## config.mk

```make
export PLATFORM = sky130hd
export DESIGN_NAME = io_input_unit
export DESIGN_NICKNAME = d
export VERILOG_FILES = /design/src/rtl/io_input_unit.sv
export SDC_FILE = /design/constraint.sdc
export NUM_CORES = 1
export LEC_CHECK = 0
export BUFFER_PORTS_ARGS = -buffer_cell sky130_fd_sc_hd__buf_2
export CELL_PAD_IN_SITES_DETAIL_PLACEMENT = 1
export CELL_PAD_IN_SITES_GLOBAL_PLACEMENT = 1
export CORE_AREA = 3 3 116 118
export CTS_CLUSTER_SIZE = 10
export DETAILED_ROUTE_END_ITERATION = 16
export DIE_AREA = 0 0 119 121
export MAX_ROUTING_LAYER = met4
export PLACE_DENSITY_LB_ADDON = 0.1
export SKIP_LAST_GASP = 1
export SLEW_MARGIN = 20
export SYNTH_ARGS = -nofsm -noshare
export SYNTH_HDL_FRONTEND = slang
export SYNTH_SLANG_ARGS = --single-unit
```

## constraint.sdc

```tcl
create_clock -name i_clk -period 7.8 [get_ports i_clk]
set_input_delay 0.78 -clock i_clk [delete_from_list [all_inputs] [get_ports i_clk]]
set_output_delay 0.78 -clock i_clk [all_outputs]
set_load 0.01 [all_outputs]
```

## src/rtl/io_input_unit.sv

```systemverilog
// -----------------------------------------------------------------------------
// io_input_unit
//   Board-input front end for the CPU io0 read path.
//   - Switch pins pass through a SYNC_STAGES flop synchronizer (no debounce).
//   - Key pins (active-low) are synchronized, debounced per key, and presented
//     as an active-high level vector.
//   - A debounced press (level 0->1) latches a sticky pending bit that is
//     cleared by a key-status read; a press on the clearing edge wins.
//   - Reads return a registered 32-bit word one cycle after the strobe.
//   Optional feature macro: IO_KEY_IRQ_EN adds the o_irq output, a registered
//   OR of the pending bits. Without it the port and register do not exist.
// -----------------------------------------------------------------------------
module io_input_unit #(
    parameter int NUM_SW          = 18,
    parameter int NUM_KEY         = 4,
    parameter int SYNC_STAGES     = 2,
    parameter int DEBOUNCE_CYCLES = 500000
) (
    input  logic               i_clk,
    input  logic               i_rst,
    input  logic [NUM_SW-1:0]  i_sw_in,
    input  logic [NUM_KEY-1:0] i_key_n_in,
    input  logic               i_rd_en,
    input  logic               i_rd_sel,
    output logic [31:0]        o_rd_data,
    output logic [NUM_KEY-1:0] o_key_level
`ifdef IO_KEY_IRQ_EN
    ,
    output logic               o_irq
`endif
);

    // Counter must be able to hold DEBOUNCE_CYCLES-1; sized one value wider so
    // a DEBOUNCE_CYCLES of 1 still yields a legal 1-bit counter.
    localparam int               CNT_W    = $clog2(DEBOUNCE_CYCLES + 1);
    localparam logic [CNT_W-1:0] CNT_LAST = CNT_W'(DEBOUNCE_CYCLES - 1);

    // -------------------------------------------------------------------------
    // Synchronizer chains. Switches reset to 0, keys reset to 1 (released),
    // so leaving reset never looks like a key press.
    // -------------------------------------------------------------------------
    logic [NUM_SW-1:0]  r_sw_chain  [SYNC_STAGES];
    logic [NUM_KEY-1:0] r_key_chain [SYNC_STAGES];
    logic [NUM_SW-1:0]  w_sw_sync;
    logic [NUM_KEY-1:0] w_key_sync;

    // Shift raw pins through the synchronizer flops
    always_ff @(posedge i_clk or posedge i_rst) begin
        if (i_rst) begin
            for (int s = 0; s < SYNC_STAGES; s++) begin
                r_sw_chain[s]  <= '0;
                r_key_chain[s] <= '1;
            end
        end else begin
            r_sw_chain[0]  <= i_sw_in;
            r_key_chain[0] <= i_key_n_in;
            for (int s = 1; s < SYNC_STAGES; s++) begin
                r_sw_chain[s]  <= r_sw_chain[s-1];
                r_key_chain[s] <= r_key_chain[s-1];
            end
        end
    end

    assign w_sw_sync  = r_sw_chain[SYNC_STAGES-1];
    assign w_key_sync = r_key_chain[SYNC_STAGES-1];

    // -------------------------------------------------------------------------
    // Per-key debounce. A key's level changes only after DEBOUNCE_CYCLES
    // consecutive cycles in which the synchronized pin disagrees with it; any
    // agreeing cycle restarts the count, so the counter never wraps.
    // -------------------------------------------------------------------------
    logic [NUM_KEY-1:0] r_key_level;
    logic [NUM_KEY-1:0] w_level_next;

    genvar gi;
    generate
        for (gi = 0; gi < NUM_KEY; gi++) begin : g_key
            logic [CNT_W-1:0] r_cnt;
            logic             w_mismatch;
            logic             w_accept;

            assign w_mismatch       = (~w_key_sync[gi]) != r_key_level[gi];
            assign w_accept         = w_mismatch && (r_cnt == CNT_LAST);
            assign w_level_next[gi] = w_accept ? ~w_key_sync[gi] : r_key_level[gi];

            // Count consecutive mismatched cycles; restart on agreement or accept
            always_ff @(posedge i_clk or posedge i_rst) begin
                if (i_rst) begin
                    r_cnt <= '0;
                end else if (!w_mismatch || w_accept) begin
                    r_cnt <= '0;
                end else begin
                    r_cnt <= r_cnt + CNT_W'(1);
                end
            end
        end
    endgenerate

    // -------------------------------------------------------------------------
    // Press events. The rising edge is taken from the registered level against
    // a one-cycle-delayed copy, so pending sets the cycle after key_level rises.
    // A status read clears exactly the bits it returned; a press detected on
    // the same edge is OR-ed in afterwards, so it survives to the next read.
    // -------------------------------------------------------------------------
    logic [NUM_KEY-1:0] r_key_level_d;
    logic [NUM_KEY-1:0] r_pending;
    logic [NUM_KEY-1:0] w_rise;
    logic [NUM_KEY-1:0] w_pending_kept;
    logic [NUM_KEY-1:0] w_pending_next;
    logic               w_status_read;

    assign w_status_read  = i_rd_en && i_rd_sel;
    assign w_rise         = r_key_level & ~r_key_level_d;
    assign w_pending_kept = w_status_read ? {NUM_KEY{1'b0}} : r_pending;
    assign w_pending_next = w_pending_kept | w_rise;

    // Register debounced levels, the edge-detect copy and the sticky pending bits
    always_ff @(posedge i_clk or posedge i_rst) begin
        if (i_rst) begin
            r_key_level   <= '0;
            r_key_level_d <= '0;
            r_pending     <= '0;
        end else begin
            r_key_level   <= w_level_next;
            r_key_level_d <= r_key_level;
            r_pending     <= w_pending_next;
        end
    end

    // -------------------------------------------------------------------------
    // Read path. Both words are zero-extended to their field widths; the
    // selected word is captured on the strobe and held until the next one.
    // -------------------------------------------------------------------------
    logic [31:0] r_rd_data;
    logic [31:0] w_sw_word;
    logic [31:0] w_key_word;
    logic [7:0]  w_pending_byte;
    logic [7:0]  w_level_byte;

    assign w_pending_byte = 8'(r_pending);
    assign w_level_byte   = 8'(r_key_level);
    assign w_sw_word      = 32'(w_sw_sync);
    assign w_key_word     = {16'h0000, w_pending_byte, w_level_byte};

    // Capture the selected status word on each read strobe
    always_ff @(posedge i_clk or posedge i_rst) begin
        if (i_rst) begin
            r_rd_data <= '0;
        end else if (i_rd_en) begin
            r_rd_data <= i_rd_sel ? w_key_word : w_sw_word;
        end
    end

    assign o_rd_data   = r_rd_data;
    assign o_key_level = r_key_level;

`ifdef IO_KEY_IRQ_EN
    // -------------------------------------------------------------------------
    // Interrupt: registered OR of pending, so it follows pending by one cycle
    // in both directions.
    // -------------------------------------------------------------------------
    logic r_irq;

    // Register the any-pending indication
    always_ff @(posedge i_clk or posedge i_rst) begin
        if (i_rst) begin
            r_irq <= 1'b0;
        end else begin
            r_irq <= |r_pending;
        end
    end

    assign o_irq = r_irq;
`endif

endmodule
```

-- Yosys cells after proc, flatten, opt, wreduce, memory -nomap -nowiden
Cells that the tools add are included.
- output and inout port bits: 36
- register bits after elaboration: 164
- reduce and logical (&&, ||, !) cells: 13
- $add $sub $neg: 4
- bitwise logic cells: 7
- equal/unequal tests: 8
- multiplexer cells: 6
- operator list (cell ; count):
    19-bit by 1-bit adder with 19-bit output, second input constant ; 4
    19-bit equality test, second input constant ; 4
    19-bit 2-to-1 mux ; 4
    18-bit 2-to-1 mux ; 1
    1-bit logical AND ; 5
    4-bit AND ; 1
    1-bit zero test ; 4
    1-bit logical OR ; 4
    4-bit 2-to-1 mux ; 1
    1-bit inequality test ; 4
    1-bit NOT ; 4
    4-bit NOT ; 1
    4-bit OR ; 1

-- Depth between registers and ports, before layout
- word-level depth: 5
- depth in mapped cells: 6
- mapped depth without buffers: 5

-- Worst setup path before layout
OpenSTA, ideal clock, no wires.
- path type: register to register
- start: register g_key[2].r_cnt[14]
- end: register g_key[2].r_cnt[12]
- library setup time: 0.119 ns
- cell stages (with the launch flop): 6
- buffers on the path: 1
- period minus slack after synthesis: 2.035 ns
- arrival: 1.917 ns
- path slack: 5.765 ns
- path through: dfrtp_1 > or4b_2 > or4_4 > o21ai_4 > buf_6 > nor2_1
- cells in the longest elaborated chain, start to end: 4
- ends and longest elaborated chain (item ; line ; text):
    from (decl) ; 78 ; logic [CNT_W-1:0] r_cnt;
    from (signal assigned) ; 93 ; r_cnt <= r_cnt + CNT_W'(1);
    19-bit equality test ; 83 ; assign w_accept = w_mismatch && (r_cnt == CNT_LAST);
    1-bit logical AND ; 83 ;
    1-bit logical OR ; 90 ; end else if (!w_mismatch || w_accept) begin
    19-bit 2-to-1 mux ; 90 ;
Every way passes these cells.
A chain may end at the register's enable or synchronous reset.

-- Worst setup path in the final report
- start: register g_key[2].r_cnt[14]
- end: register g_key[2].r_cnt[4]
The elaborated chain is that of the path after synthesis.

==> impl_metrics.tcl <==
set metrics [dict create \
    io_buffers 47 \
    cts_tree "done" \
    grt.total_usage 0.206 \
    clk_latency_ns 0.42 \
    rows 41 \
    cts_num_sinks 150 \
    start_util 0.495 \
    irDropWorstVdd_mv 0.120 \
    fmax_ghz 0.429 \
    grt_pass1_vias 4640 \
    hp-class "reg2reg" \
    regToRegSetupSlack_ns 5.47 \
    dp_hpwl_mm 8.70 \
    worst_pin_slew_ns 0.907 \
    multi_input_area_um2 2230 \
    gp_congestion 0.838 \
    syn_avg_cell_area_um2 11.0 \
    die_h_um 121 \
    relSlewSlack 0.395 \
    area_growth_pct 15.5 \
    post_synth_num_cell_types 42 \
    drc_errors 0 \
    start_kind "register" \
    overflow 0 \
    setup_viol 0 \
    synth-seq-cells 150 \
    nFillCells 1372 \
    yosysSeqAreaShare 0.605 \
    crit_fanout 19 \
    grt_pass1_wl_mm 22.7 \
    finClkSkew_ns 0.00548 \
    fin_crit_ns 2.33 \
    core_area_um2 12600 \
    cts_resized 0 \
    startpoint "g_key[2].r_cnt[14]$_DFF_PP0_" \
    antenna_found_initial 0 \
    boundaryPins 62 \
    floorplan.die_area_um2 14400 \
    cts_hold_buf 0 \
    hold_viol 0 \
    die_x_um 119 \
    setup.worst_path.end "g_key[2].r_cnt[4]$_DFF_PP0_" \
    postRouteAntennaNets 0 \
    worst-setup-path-type "reg2reg" \
    wire_per_inst_um 16.7 \
    fin_tns_setup_ns 0 \
    drtIter0Drc 223 \
    fin_crit_sh 0.299 \
    status "completed" \
    htree_levels 4 \
    firstDrtPassIters 4 \
    power_density_nw_per_um2 241 \
    r2r_cells 4 \
    slew_violations 0 \
    synthesis.area_um2 6220 \
    rsz0062_at_grt "false" \
    grt_start_max_net_pins 101 \
    cts_buffers 17 \
    postCtsSetupBuffers 0 \
    syn_inst 568 \
    total_power_uw 1730 \
    register_area_um2 3760 \
    mostFrequentLayoutCells "142 x dfrtp_1, 82 x nor2_1, 47 x buf_2" \
    synth_flop_cell "dfrtp_1" \
    dpl.cell_count 775 \
    num-nets-final 652 \
    cts-root-buf "clkbuf_16" \
    clk_pin_slew_ns 0.06 \
    finalNonFillerCells 808 \
    power_leakage_uw 0.00306 \
    cts_buffer_depth 2 \
    end_kind "register" \
    layout_commonest_cell "dfrtp_1" \
    async_reset_ff_frac 1.00 \
    maxCapViolCount 0 \
    num_vias 4319 \
    cp.arrival_ns 2.60 \
    yosysWarnings 0 \
    crit_required_ns 8.07 \
    layout-drive-gt1-share 0.153 \
    synth_edf_count 0 \
    drt-vias-per-instance 5.35 \
    r2r_start "g_key[2].r_cnt[14]$_DFF_PP0_" \
    finalWirelength_mm 13.5 \
    r2r-end "g_key[2].r_cnt[4]$_DFF_PP0_" \
]
-- worst max-delay path, cell delays in order (launching register included) --
cell	delay, ns
dfrtp_1	0.42
or4b_2	0.69
or4_4	0.46
o21ai_4	0.47
nor2_1	0.14
-- sequential cells by signal, summed over array words and instances (netlist names) --
signal	flops
g_key.r_cnt	76
o_key_level	4
o_rd_data	18
r_key_chain	4
r_key_level_d	4
r_pending	4
r_sw_chain	18
w_key_sync	4
w_sw_sync	18
-- kinds of logic after synthesis --
family / after synthesis / share of synthesized area
AND/OR/NAND/NOR: 232 / 0.193
flip-flops: 150 / 0.605
XOR/XNOR: 59 / 0.0831
buffers and inverters: 58 / 0.0453
AO/OA/AOI/OAI: 54 / 0.0493
multiplexers: 10 / 0.0161
adder cells (fa/ha/maj): 4 / 0.00805
other: 1 / 0.000603
-- final cells by class --
class	count	share of cell area
antenna	1	0.000348
inverter	30	0.0164
timing repair buffer	50	0.0359
clock inverter	10	0.0218
tap	172	0.0299
multi-input combinational	373	0.310
sequential	150	0.524
clock buffer	22	0.0618
-- worst min path at each step --
stage          cells after the start                startpoint                endpoint  slack (ns)
3_5_place_dp                       0  r_sw_chain[19]$_DFF_PP0_  w_sw_sync[1]$_DFF_PP0_        0.34
6_report                           0  r_sw_chain[18]$_DFF_PP0_  w_sw_sync[0]$_DFF_PP0_        0.35
3_3_place_gp                       0  r_sw_chain[23]$_DFF_PP0_  w_sw_sync[5]$_DFF_PP0_        0.33
5_1_grt                            0  r_sw_chain[18]$_DFF_PP0_  w_sw_sync[0]$_DFF_PP0_        0.35
2_1_floorplan                      0  r_sw_chain[18]$_DFF_PP0_  w_sw_sync[0]$_DFF_PP0_        0.33
4_1_cts                            0  r_sw_chain[19]$_DFF_PP0_  w_sw_sync[1]$_DFF_PP0_        0.35
-- routing by layer --
| metal | part of all wire | vias up | routed length, um | track usage |
|---|---|---|---|---|
| met5 | 0 | - | 0 | - |
| met4 | 0.017 | 0 | 229 | 0.0818 |
| met3 | 0.033 | 21 | 446 | 0.0401 |
| met2 | 0.49 | 78 | 6650 | 0.329 |
| met1 | 0.46 | 2188 | 6150 | 0.262 |
| li1 | - | 2032 | - | - |
-- metrics by stage --
step / utilization / instance area (um^2) / hold WS (ns) / worst slack [ns]
floorplan: - / 6270 / 0.331 / 3.00
global placement: 0.523 / 6580 / 0.333 / 5.47
CTS: 0.572 / 7180 / 0.348 / 5.47
finish: 0.572 / 7190 / 0.345 / 5.47
detailed placement: 0.524 / 6580 / 0.336 / 5.52
global route: 0.572 / 7180 / 0.352 / 5.41
-- cells in the mapped netlist (7+ instances only) --
| cell type | instances | area, um^2 |
|---|---|---|
| xnor2_1 | 42 | 368 |
| a21oi_1 | 19 | 95.1 |
| nor4_1 | 17 | 106 |
| buf_4 | 15 | 113 |
| nor3_1 | 12 | 60.1 |
| dfrtp_1 | 142 | 3550 |
| mux2i_1 | 10 | 100 |
| clkbuf_1 | 12 | 45.0 |
| nand3_1 | 26 | 130 |
| nor2_1 | 82 | 308 |
| xor2_1 | 17 | 149 |
| nand4_1 | 24 | 150 |
| inv_1 | 30 | 113 |
| o21ai_0 | 23 | 115 |
| nand2_1 | 26 | 97.6 |
| or3_1 | 7 | 43.8 |
| nand3b_1 | 8 | 60.1 |
| dfstp_2 | 8 | 210 |
-- power by group --
group | internal, uW | switching [uW]
Clock | 534 | 309
Combinational | 22.9 | 50.1
Sequential | 805 | 13.8
Power figures use the tool's default switching activity.
